$ cat src/rtl/hp_arbiter_pkg.sv
// hp_arbiter_pkg: shared game constants and HP state encoding.
//   CLK_HZ/FPS        system clock and frame rate used to derive DEF_FRAME_TICKS
//   DEF_MAX_HP        spawn / new-game HP and heal ceiling
//   GAME_*            game_active encoding shared with the movement controller
//   hp_state_t        READY / INVULN / DEAD
package hp_arbiter_pkg;
    localparam int CLK_HZ          = 65_000_000;
    localparam int FPS             = 60;
    localparam int DEF_FRAME_TICKS = CLK_HZ / FPS;
    localparam int DEF_MAX_HP      = 10;
    localparam logic [1:0] GAME_MENU = 2'd0;
    localparam logic [1:0] GAME_PLAY = 2'd1;
    localparam logic [1:0] GAME_OVER = 2'd2;
    typedef enum logic [1:0] {READY, INVULN, DEAD} hp_state_t;
endpackage

$ cat src/rtl/hp_arbiter_rr.sv
// rr_arbiter: combinational round-robin pick of the first set request at or after ptr.
//   req    in  N   request vector
//   ptr    in      index the search starts from
//   gnt    out N   one-hot winner (all zero when no request)
//   valid  out 1   any request present
module rr_arbiter #(
    parameter int N = 4
) (
    input  logic [N-1:0]                       req,
    input  logic [$clog2(N > 1 ? N : 2)-1:0]   ptr,
    output logic [N-1:0]                       gnt,
    output logic                               valid
);
    localparam int PW = $clog2(N > 1 ? N : 2);
    logic [PW-1:0] idx;
    logic found;
    always_comb begin
        gnt = '0;
        found = 1'b0;
        idx = ptr;
        for (int i = 0; i < N; i++) begin
            idx = PW'((int'(ptr) + i) % N);
            if (!found && req[idx]) begin
                gnt[idx] = 1'b1;
                found = 1'b1;
            end
        end
    end
    assign valid = |req;
endmodule

$ cat src/rtl/hp_arbiter.sv
// hp_arbiter: player HP register shared between round-robin damage requesters.
//   clk, rst      65 MHz clock, asynchronous active-high reset
//   game_active   0 menu, 1 play, 2 over; a !=1 -> 1 transition starts a new game
//   dmg_req/amt   level-held damage requests, 4-bit amount per requester
//   dmg_gnt       registered one-cycle grant pulse
//   heal_req/amt  one-cycle heal pulse and amount
//   char_hp       current HP; invuln / char_dead decode the state
// Optional: define HP_REGEN_EN to add +1 HP every REGEN_FRAMES frames while READY.
module hp_arbiter
    import hp_arbiter_pkg::*;
#(
    parameter int N_REQ         = 4,
    parameter int MAX_HP        = DEF_MAX_HP,
    parameter int INVULN_FRAMES = 60,
    parameter int FRAME_TICKS   = DEF_FRAME_TICKS
`ifdef HP_REGEN_EN
    , parameter int REGEN_FRAMES = 120
`endif
) (
    input  logic               clk,
    input  logic               rst,
    input  logic [1:0]         game_active,
    input  logic [N_REQ-1:0]   dmg_req,
    input  logic [4*N_REQ-1:0] dmg_amt,
    output logic [N_REQ-1:0]   dmg_gnt,
    input  logic               heal_req,
    input  logic [3:0]         heal_amt,
    output logic [3:0]         char_hp,
    output logic               invuln,
    output logic               char_dead
);
    localparam int PW = $clog2(N_REQ > 1 ? N_REQ : 2);
    localparam int FW = $clog2(FRAME_TICKS > 1 ? FRAME_TICKS : 2);
    localparam int IW = $clog2(INVULN_FRAMES + 1);

    hp_state_t state, state_nxt;
    logic [3:0] hp_nxt, hp_sum, dmg;
    logic [PW-1:0] ptr, ptr_nxt, ptr_inc;
    logic [FW-1:0] frame_cnt;
    logic [IW-1:0] icnt, icnt_nxt;
    logic [1:0] prev_ga;
    logic [N_REQ-1:0] gnt_c, gnt_nxt;
    logic [5:0] net;
    logic any_req, frame_tick, new_game, play, grant, heal_ok, regen;

    rr_arbiter #(.N(N_REQ)) u_rr (.req(dmg_req), .ptr(ptr), .gnt(gnt_c), .valid(any_req));

    assign frame_tick = frame_cnt == FW'(FRAME_TICKS - 1);
    assign new_game   = game_active == GAME_PLAY && prev_ga != GAME_PLAY;
    // The new-game cycle itself is frozen so it wins over any grant or heal.
    assign play       = game_active == GAME_PLAY && !new_game;
    assign grant      = play && state == READY && any_req;
    assign heal_ok    = heal_req && play && state != DEAD;

`ifdef HP_REGEN_EN
    localparam int RW = $clog2(REGEN_FRAMES > 1 ? REGEN_FRAMES : 2);
    logic [RW-1:0] rcnt;
    logic regen_due;
    assign regen_due = play && state == READY && char_hp < 4'(MAX_HP) && frame_tick;
    assign regen     = regen_due && rcnt == RW'(REGEN_FRAMES - 1);
    always_ff @(posedge clk or posedge rst)
        if (rst) rcnt <= '0;
        else if (new_game || grant || state == DEAD || regen) rcnt <= '0;
        else if (regen_due) rcnt <= rcnt + 1'b1;
`else
    assign regen = 1'b0;
`endif

    always_comb begin
        dmg = '0;
        ptr_inc = ptr;
        for (int i = 0; i < N_REQ; i++)
            if (gnt_c[i]) begin
                dmg = dmg_amt[4*i +: 4];
                ptr_inc = PW'((i + 1) % N_REQ);
            end
        // Two's-complement 6-bit sum; bit 5 set means the result went below zero.
        net = {2'b00, char_hp} - (grant ? {2'b00, dmg} : 6'd0)
            + (heal_ok ? {2'b00, heal_amt} : 6'd0) + {5'd0, regen};
        hp_sum = net[5] ? 4'd0 : net > 6'(MAX_HP) ? 4'(MAX_HP) : net[3:0];
        hp_nxt = hp_sum;
        state_nxt = state;
        icnt_nxt = icnt;
        ptr_nxt = grant ? ptr_inc : ptr;
        gnt_nxt = grant ? gnt_c : '0;
        if (new_game) begin
            hp_nxt = 4'(MAX_HP);
            state_nxt = READY;
            icnt_nxt = '0;
        end else if (grant) begin
            state_nxt = hp_sum == 4'd0 ? DEAD : dmg != 4'd0 ? INVULN : state;
            icnt_nxt = (hp_sum != 4'd0 && dmg != 4'd0) ? IW'(INVULN_FRAMES) : icnt;
        end else if (play && state == INVULN && frame_tick) begin
            icnt_nxt = icnt - 1'b1;
            state_nxt = icnt == IW'(1) ? READY : INVULN;
        end
    end

    always_ff @(posedge clk or posedge rst)
        if (rst) begin
            frame_cnt <= '0;
            prev_ga   <= GAME_MENU;
            state     <= READY;
            char_hp   <= 4'(MAX_HP);
            ptr       <= '0;
            icnt      <= '0;
            dmg_gnt   <= '0;
            invuln    <= 1'b0;
            char_dead <= 1'b0;
        end else begin
            frame_cnt <= frame_tick ? '0 : frame_cnt + 1'b1;
            prev_ga   <= game_active;
            state     <= state_nxt;
            char_hp   <= hp_nxt;
            ptr       <= ptr_nxt;
            icnt      <= icnt_nxt;
            dmg_gnt   <= gnt_nxt;
            invuln    <= state_nxt == INVULN;
            char_dead <= state_nxt == DEAD;
        end
endmodule
$ cat config.mk
export PLATFORM = sky130hd
export DESIGN_NAME = hp_arbiter
export DESIGN_NICKNAME = d
export VERILOG_FILES = /design/src/rtl/hp_arbiter_pkg.sv /design/src/rtl/hp_arbiter_rr.sv /design/src/rtl/hp_arbiter.sv
export SDC_FILE = /design/constraint.sdc
export NUM_CORES = 1
export LEC_CHECK = 0
export BUFFER_PORTS_ARGS = -buffer_cell sky130_fd_sc_hd__buf_4
export CAP_MARGIN = 20
export CORE_AREA = 2 2 84 86
export DETAILED_ROUTE_END_ITERATION = 8
export DIE_AREA = 0 0 86 88
export GPL_ROUTABILITY_DRIVEN = 0
export PLACE_DENSITY = 0.62
export RECOVER_POWER = 50
export REMOVE_ABC_BUFFERS = 1
export SLEW_MARGIN = 20
export SYNTH_ARGS = -nofsm -noshare
export SYNTH_HDL_FRONTEND = slang
export SYNTH_SLANG_ARGS = --single-unit
export TNS_END_PERCENT = 20
$ cat constraint.sdc
create_clock -name clk -period 14.2 [get_ports clk]
set_input_delay 0.71 -clock clk [delete_from_list [all_inputs] [get_ports clk]]
set_output_delay 0.71 -clock clk [all_outputs]
set_load 0.005 [all_outputs]
Word level (Yosys, flattened, before mapping)
Index checks and enable logic that the tools add are counted.
{"block": "op_classes", "add_sub_neg": 7, "magnitude_cmp": 9, "eq_ne": 9, "n_mux": 48, "n_bitwise": 3, "reduce_logical": 29}
{"op": "4-bit 2-to-1 mux", "count": 14}
{"op": "6-bit 2-to-1 mux", "count": 4}
{"op": "21-bit by 1-bit adder with 21-bit output (second input constant)", "count": 1}
{"op": "21-bit == test (second input constant)", "count": 1}
{"op": "21-bit 2-to-1 mux", "count": 1}
{"op": "2-bit 2-to-1 mux", "count": 9}
{"op": "1-bit logical AND", "count": 16}
{"op": "2-bit by 3-bit < comparator with 1-bit output (second input constant)", "count": 4}
{"op": "1-bit 2-to-1 mux", "count": 12}
{"op": "4-bit bitwise OR", "count": 3}
{"op": "4-bit nonzero test", "count": 3}
{"op": "1-bit binary-select mux with 2-bit select", "count": 4}
{"op": "1-bit demux with 2-bit select", "count": 4}
{"op": "2-bit by 1-bit greater-or-equal comparator with 1-bit output (second input constant)", "count": 4}
{"op": "5-bit by 5-bit adder with 6-bit output", "count": 1}
{"op": "2-bit by 1-bit == test with 1-bit output (second input constant)", "count": 3}
{"op": "6-bit by 1-bit == test with 1-bit output (second input constant)", "count": 1}
{"op": "6-bit by 4-bit greater-than comparator with 1-bit output (second input constant)", "count": 1}
{"op": "6-bit by 1-bit subtractor with 6-bit output (second input constant)", "count": 1}
{"op": "4-bit by 4-bit subtractor with 5-bit output", "count": 1}
{"op": "2-bit adder (second input constant)", "count": 2}
{"op": "1-bit logical NOT", "count": 4}
{"op": "4-bit logical NOT", "count": 1}
{"op": "2-bit AND reduction", "count": 2}
{"op": "other kinds (8)", "count": 8}
{"block": "totals", "reg_bits": 43, "inputBits": 29, "out_inout_bits": 10, "word_cells": 114}

Logic depth before layout (Yosys ltp)
{"block": "logic_depth", "word_depth": 27, "mapped_depth": 22, "mapped_depth_nobuf": 21}

Hierarchy
Synthesis repeated with hierarchy kept, for this count alone.
{"block": "unflattened", "cells_unflattened": 329, "hier_area_um2": 3111.7}
{"module": "hp_arbiter", "n_inst": 1, "cells_per_inst": 292, "area_per_inst_um2": 2766.4, "seq_area_each_um2": 1078.5}
{"module": "rr_arbiter", "n_inst": 1, "cells_per_inst": 37, "area_per_inst_um2": 345.3, "seq_area_each_um2": 0.0}

Worst setup path after synthesis
No wires, ideal clock.
{"block": "synth_path", "path_kind": "register -> register", "start": "reg ptr[0]", "end": "reg icnt[0]", "setup_ps": 120, "t_arrival_ps": 5365, "t_required_ps": 14080, "path_slack_ps": 8715, "path_stages_with_launch": 22, "n_path_buf": 1, "period_less_slack_ps": 5485, "cell_sequence": "dfrtp_1 -> buf_6 -> inv_1 -> ha_1 -> mux4_2 -> or2_4 -> o311ai_4 -> nor3_1 -> o31ai_1 -> and2_1 -> ha_1 -> fa_1 -> inv_1 -> ha_1 -> a21o_1 -> a21o_1 -> a2111oi_0 -> a21oi_1 -> and4_1 -> a31oi_1 -> nand3_2 -> a41o_1"}
{"block": "synth_via", "elab_chain_len": 26, "word_cells_on_any_way": 62, "classes_between": "add/sub: 5; order compare: 9; eq/ne: 1; mux: 30; bitwise: 3; reduce/logical: 14"}
{"element": "start: declaration", "line": "hp_arbiter.sv:38", "rtl": "logic [PW-1:0] ptr, ptr_nxt, ptr_inc;"}
{"element": "start signal: assignment", "line": "hp_arbiter.sv:115", "rtl": "ptr <= ptr_nxt;"}
{"element": "branches (longest 11 deep; another with 2-bit by 3-bit < comparator with 1-bit output)"}
{"element": "4-bit 2-to-1 mux (*)", "line": "hp_arbiter_rr.sv:23", "rtl": "if (!found && req[idx]) begin"}
{"element": "4-bit 2-to-1 mux (3 in a row)", "line": "hp_arbiter.sv:73", "rtl": "if (gnt_c[i]) begin"}
{"element": "4-bit 2-to-1 mux (*)", "line": "hp_arbiter.sv:73"}
{"element": "4-bit 2-to-1 mux", "line": "hp_arbiter.sv:78", "rtl": "net = {2'b00, char_hp} - (grant ? {2'b00, dmg} : 6'd0)"}
{"element": "4-bit by 4-bit subtractor with 5-bit output", "line": "hp_arbiter.sv:78"}
{"element": "5-bit by 5-bit adder with 6-bit output", "line": "hp_arbiter.sv:79", "rtl": "+ (heal_ok ? {2'b00, heal_amt} : 6'd0) + {5'd0, regen};"}
{"element": "6-bit by 4-bit greater-than comparator with 1-bit output", "line": "hp_arbiter.sv:80", "rtl": "hp_sum = net[5] ? 4'd0 : net > 6'(MAX_HP) ? 4'(MAX_HP) : net[3:0];"}
{"element": "4-bit 2-to-1 mux (2 in a row)", "line": "hp_arbiter.sv:80"}
{"element": "4-bit nonzero test", "line": "hp_arbiter.sv:92", "rtl": "icnt_nxt = (hp_sum != 4'd0 && dmg != 4'd0) ? IW'(INVULN_FRAMES) : icnt;"}
{"element": "1-bit logical AND (*)", "line": "hp_arbiter.sv:92"}
{"element": "3-bit by 2-bit inequality test with 1-bit output (no source line) (*)"}
{"element": "2-bit AND reduction (no source line) (*)"}
{"element": "end signal: assignment", "line": "hp_arbiter.sv:116", "rtl": "icnt <= icnt_nxt;"}
{"element": "end: declaration", "line": "hp_arbiter.sv:40", "rtl": "logic [IW-1:0] icnt, icnt_nxt;"}
Mark *: on every way between the ends. The select of a mux whose other input is x is not followed.
A chain may end at the register's enable or synchronous reset.

Final worst setup path
Same ends and word-level chain as after synthesis.

==> flow_summary.yaml <==
hold_path:
  hold_class: "reg2reg"
  hp-start: "frame_cnt[5]"
  hold_depth: 1
  hold_end: "frame_cnt[5]"
timing:
  worst_pin_slew_ps: 2222
  min_period_ps: 6314
  fmax_mhz: 158.4
  post-route-period-util: 0.4447
  maxSlewViolCount: 44
  slew_headroom: -0.4815
  finalSetupViolCount: 0
  fin_skew_ps: 6.917
  fin_tns_setup_ps: 0
  hold_slack_ps: 494.0
  final_hold_viol_count: 0
  rsz0062_at_grt: "no"
clock_tree:
  cts-root-buf: "clkbuf_8"
  ctsHoldBuffers: 0
  clock-sinks: 43
  htreeDepth: 2
  cts_setup_buffers: 0
  cts.clk_slew.worst_paths_ps: 80
  clock_path_buffers: 2
  cts_buffers: 5
  cts_resized: 0
  clk_latency_ps: 290
  cts_tree: "yes"
global_route:
  grt_pass1_vias: 2304
  grt_max_degree: 44
  track_usage: 0.1774
  grt_overflow: 0
  grt_pass1_wl_um: 10740
  antenna_found_initial: 0
power:
  leakage_nw: 1.558
  power_density_nw_per_um2: 170.1
  irDropWorstVdd_mv: 0.1026
logic_synthesis:
  synth.most_common_cell: "dfrtp_1"
  synth-seq-area-share: 0.3690
  synth_top_area_frac: 0.3510
  netlist_top_cells_area: "dfrtp_1, ha_1, xnor2_1"
  synth_seq_cells: 43
  synth-async-reset-ratio: 1.000
  ys.flop_type: "dfrtp_1"
  synthDistinctLibCells: 53
  synth_area_per_cell_um2: 9.521
  synth-edff-count: 0
  yosysTopAreaCell: "dfrtp_1"
  syn_area_um2: 2923
  synth.top_cells.by_count: "dfrtp_1, nor2_1, inv_1, nand2_1, ha_1"
  yosysWarnings: 0
  synth_cells: 307
layout:
  num_antenna_cells: 0
  area_growth_pct: 15.92
  nets: 398
  fill_cells: 628
  seqCellArea_um2: 1079
  instances_no_fill: 430
  multi_input_area_um2: 1727
  drive_gt1_frac: 0.1771
  final_util: 0.5100
die:
  die_w_um: 86
  start_util: 0.4399
  core_area_um2: 6644
  row_count: 30
  fp.dieH_um: 88
  dieArea_um2: 7568
  pin_count: 39
placed_design:
  dpl.cell_count: 422
  io_buffers: 38
  dp_hpwl_um: 4857
critical_path:
  rr_endpoint: "icnt[0]"
  r2r-start: "ptr[0]"
  cp_cell_sequence: "inv_1, ha_1, mux4_2, nor3b_1, a221oi_1, a211oi_1, o31ai_1, and2_1, ha_1, fa_1, inv_1, ha_1, a21o_1, a21o_1, a2111oi_0, a21oi_1, and4_1, a31oi_1, nand3_2, a41o_1"
  regToRegSetupSlack_ps: 7890
  crit_arrival_ps: 6500
  endpoint_kind: "register"
  critPathMaxFanout: 11
  max_stage_delay_ps: 610
  reg2reg_depth: 20
  crit_required_ps: 14390
  cp-start-kind: "register"
  crit_type: "reg2reg"
  cp_slowest_cell: "dfrtp_1"
  path_common_cell: "ha_1"
detailed_routing:
  viasPerCell: 5.595
  ant_nets: 0
  drcViolationCount: 0
  wl_per_cell_um: 14.55
  drtIter0Drc: 88
  routed_wl_um: 6256
  drt_pass1_iterations: 4
  vias: 2406
run_status:
  failed_checks: "max-capacitance violations, max-slew violations"
  status: "finished, violations left"
job:
  max-cap-violations: 1
## layout by cell type (no fill, tap or decap), types with 2 or more instances in the layout
cell,synthesis,layout
clkbuf_4,0,2
clkbuf_1,4,4
buf_4,0,36
nor2b_1,5,5
mux4_2,4,4
o21ai_0,12,12
xor2_1,8,8
and4_1,2,2
ha_1,18,18
nor2_1,25,25
nand2_1,22,22
a21o_1,4,4
dfrtp_1,41,41
nor4b_1,3,3
o21ai_1,2,2
nor3b_1,4,4
or3_1,3,3
a21oi_1,13,13
nor4_1,7,6
mux2_2,2,2
nor3_1,6,6
nand3_1,9,9
a211oi_1,12,12
nand4_1,6,6
nand3b_1,5,5
inv_1,23,22
o31ai_1,4,4
a221oi_2,2,2
clkbuf_8,0,7
dfstp_2,2,2
and3_1,10,10
and2_1,8,8
xnor2_1,15,15
fa_1,2,2
o21a_1,2,2
## critical path: cells and delay by family (launching register included)
family / cells / cell delay [ps]
DFF: 1 / 610
buffers and inverters: 2 / 230
and+or+nand+nor: 4 / 830
adders and majority gates: 4 / 1290
AOI/OAI and AO/OA: 9 / 2640
muxes: 1 / 610
## stage by stage
stage                     cell area [µm²]  power, mW  worst slack [ps]
after floorplan                      2885     0.4139              8606
after global placement               3299     0.4869              8335
after detailed placement             3299     0.4934              7952
after CTS                            3400     0.5791              7944
after global routing                 3388     0.6256              7395
final                                3388     0.5762              7886
## state kept, by name, indices dropped and copies added, names as in the netlist
name,flops
frame_cnt,21
icnt,6
char_hp,4
dmg_gnt,4
prev_ga,2
ptr,2
state,2
char_dead,1
invuln,1
## cell families (layout without fill, tap and decap cells)
family / count (synthesis) / after routing / synth area share
simple gates: 122 / 122 / 0.2295
compound gates: 64 / 64 / 0.1610
flops: 43 / 43 / 0.3690
buf+inv: 29 / 72 / 0.04238
xor+xnor: 23 / 23 / 0.06892
fa+ha+maj: 20 / 20 / 0.09076
mux: 6 / 6 / 0.03853
## how the worst max path moves through the flow
stage	startpoint	to	slack, ps	cells after the start
global route	ptr[0]	icnt[0]	7400	20
CTS	ptr[0]	icnt[0]	7940	20
detailed placement	ptr[0]	icnt[0]	7950	20
global placement	ptr[0]	icnt[0]	8330	20
finish	ptr[0]	icnt[0]	7890	20
floorplan	ptr[0]	icnt[0]	8610	20
## area by class of cell
cell class	instances	area share
Inverter	23	0.02548
Multi-Input combinational cell	235	0.5096
Sequential cell	43	0.3183
Timing Repair Buffer	41	0.08752
Clock buffer	8	0.02954
Tap cell	80	0.02954
## metal layers
layer	track usage	vias up	share of wire
li1	-	1199	-
met1	0.2512	1143	0.49
met2	0.2805	56	0.46
met3	0.02639	8	0.035
met4	0.05628	0	0.015
met5	0	-	0
## where the power goes
part	switching [mW]	internal, mW	total, mW
registers	0.0227	0.141	0.164
logic	0.185	0.143	0.328
clock network	0.0396	0.0444	0.0840
Note: power is estimated with default switching activity, not from simulation.
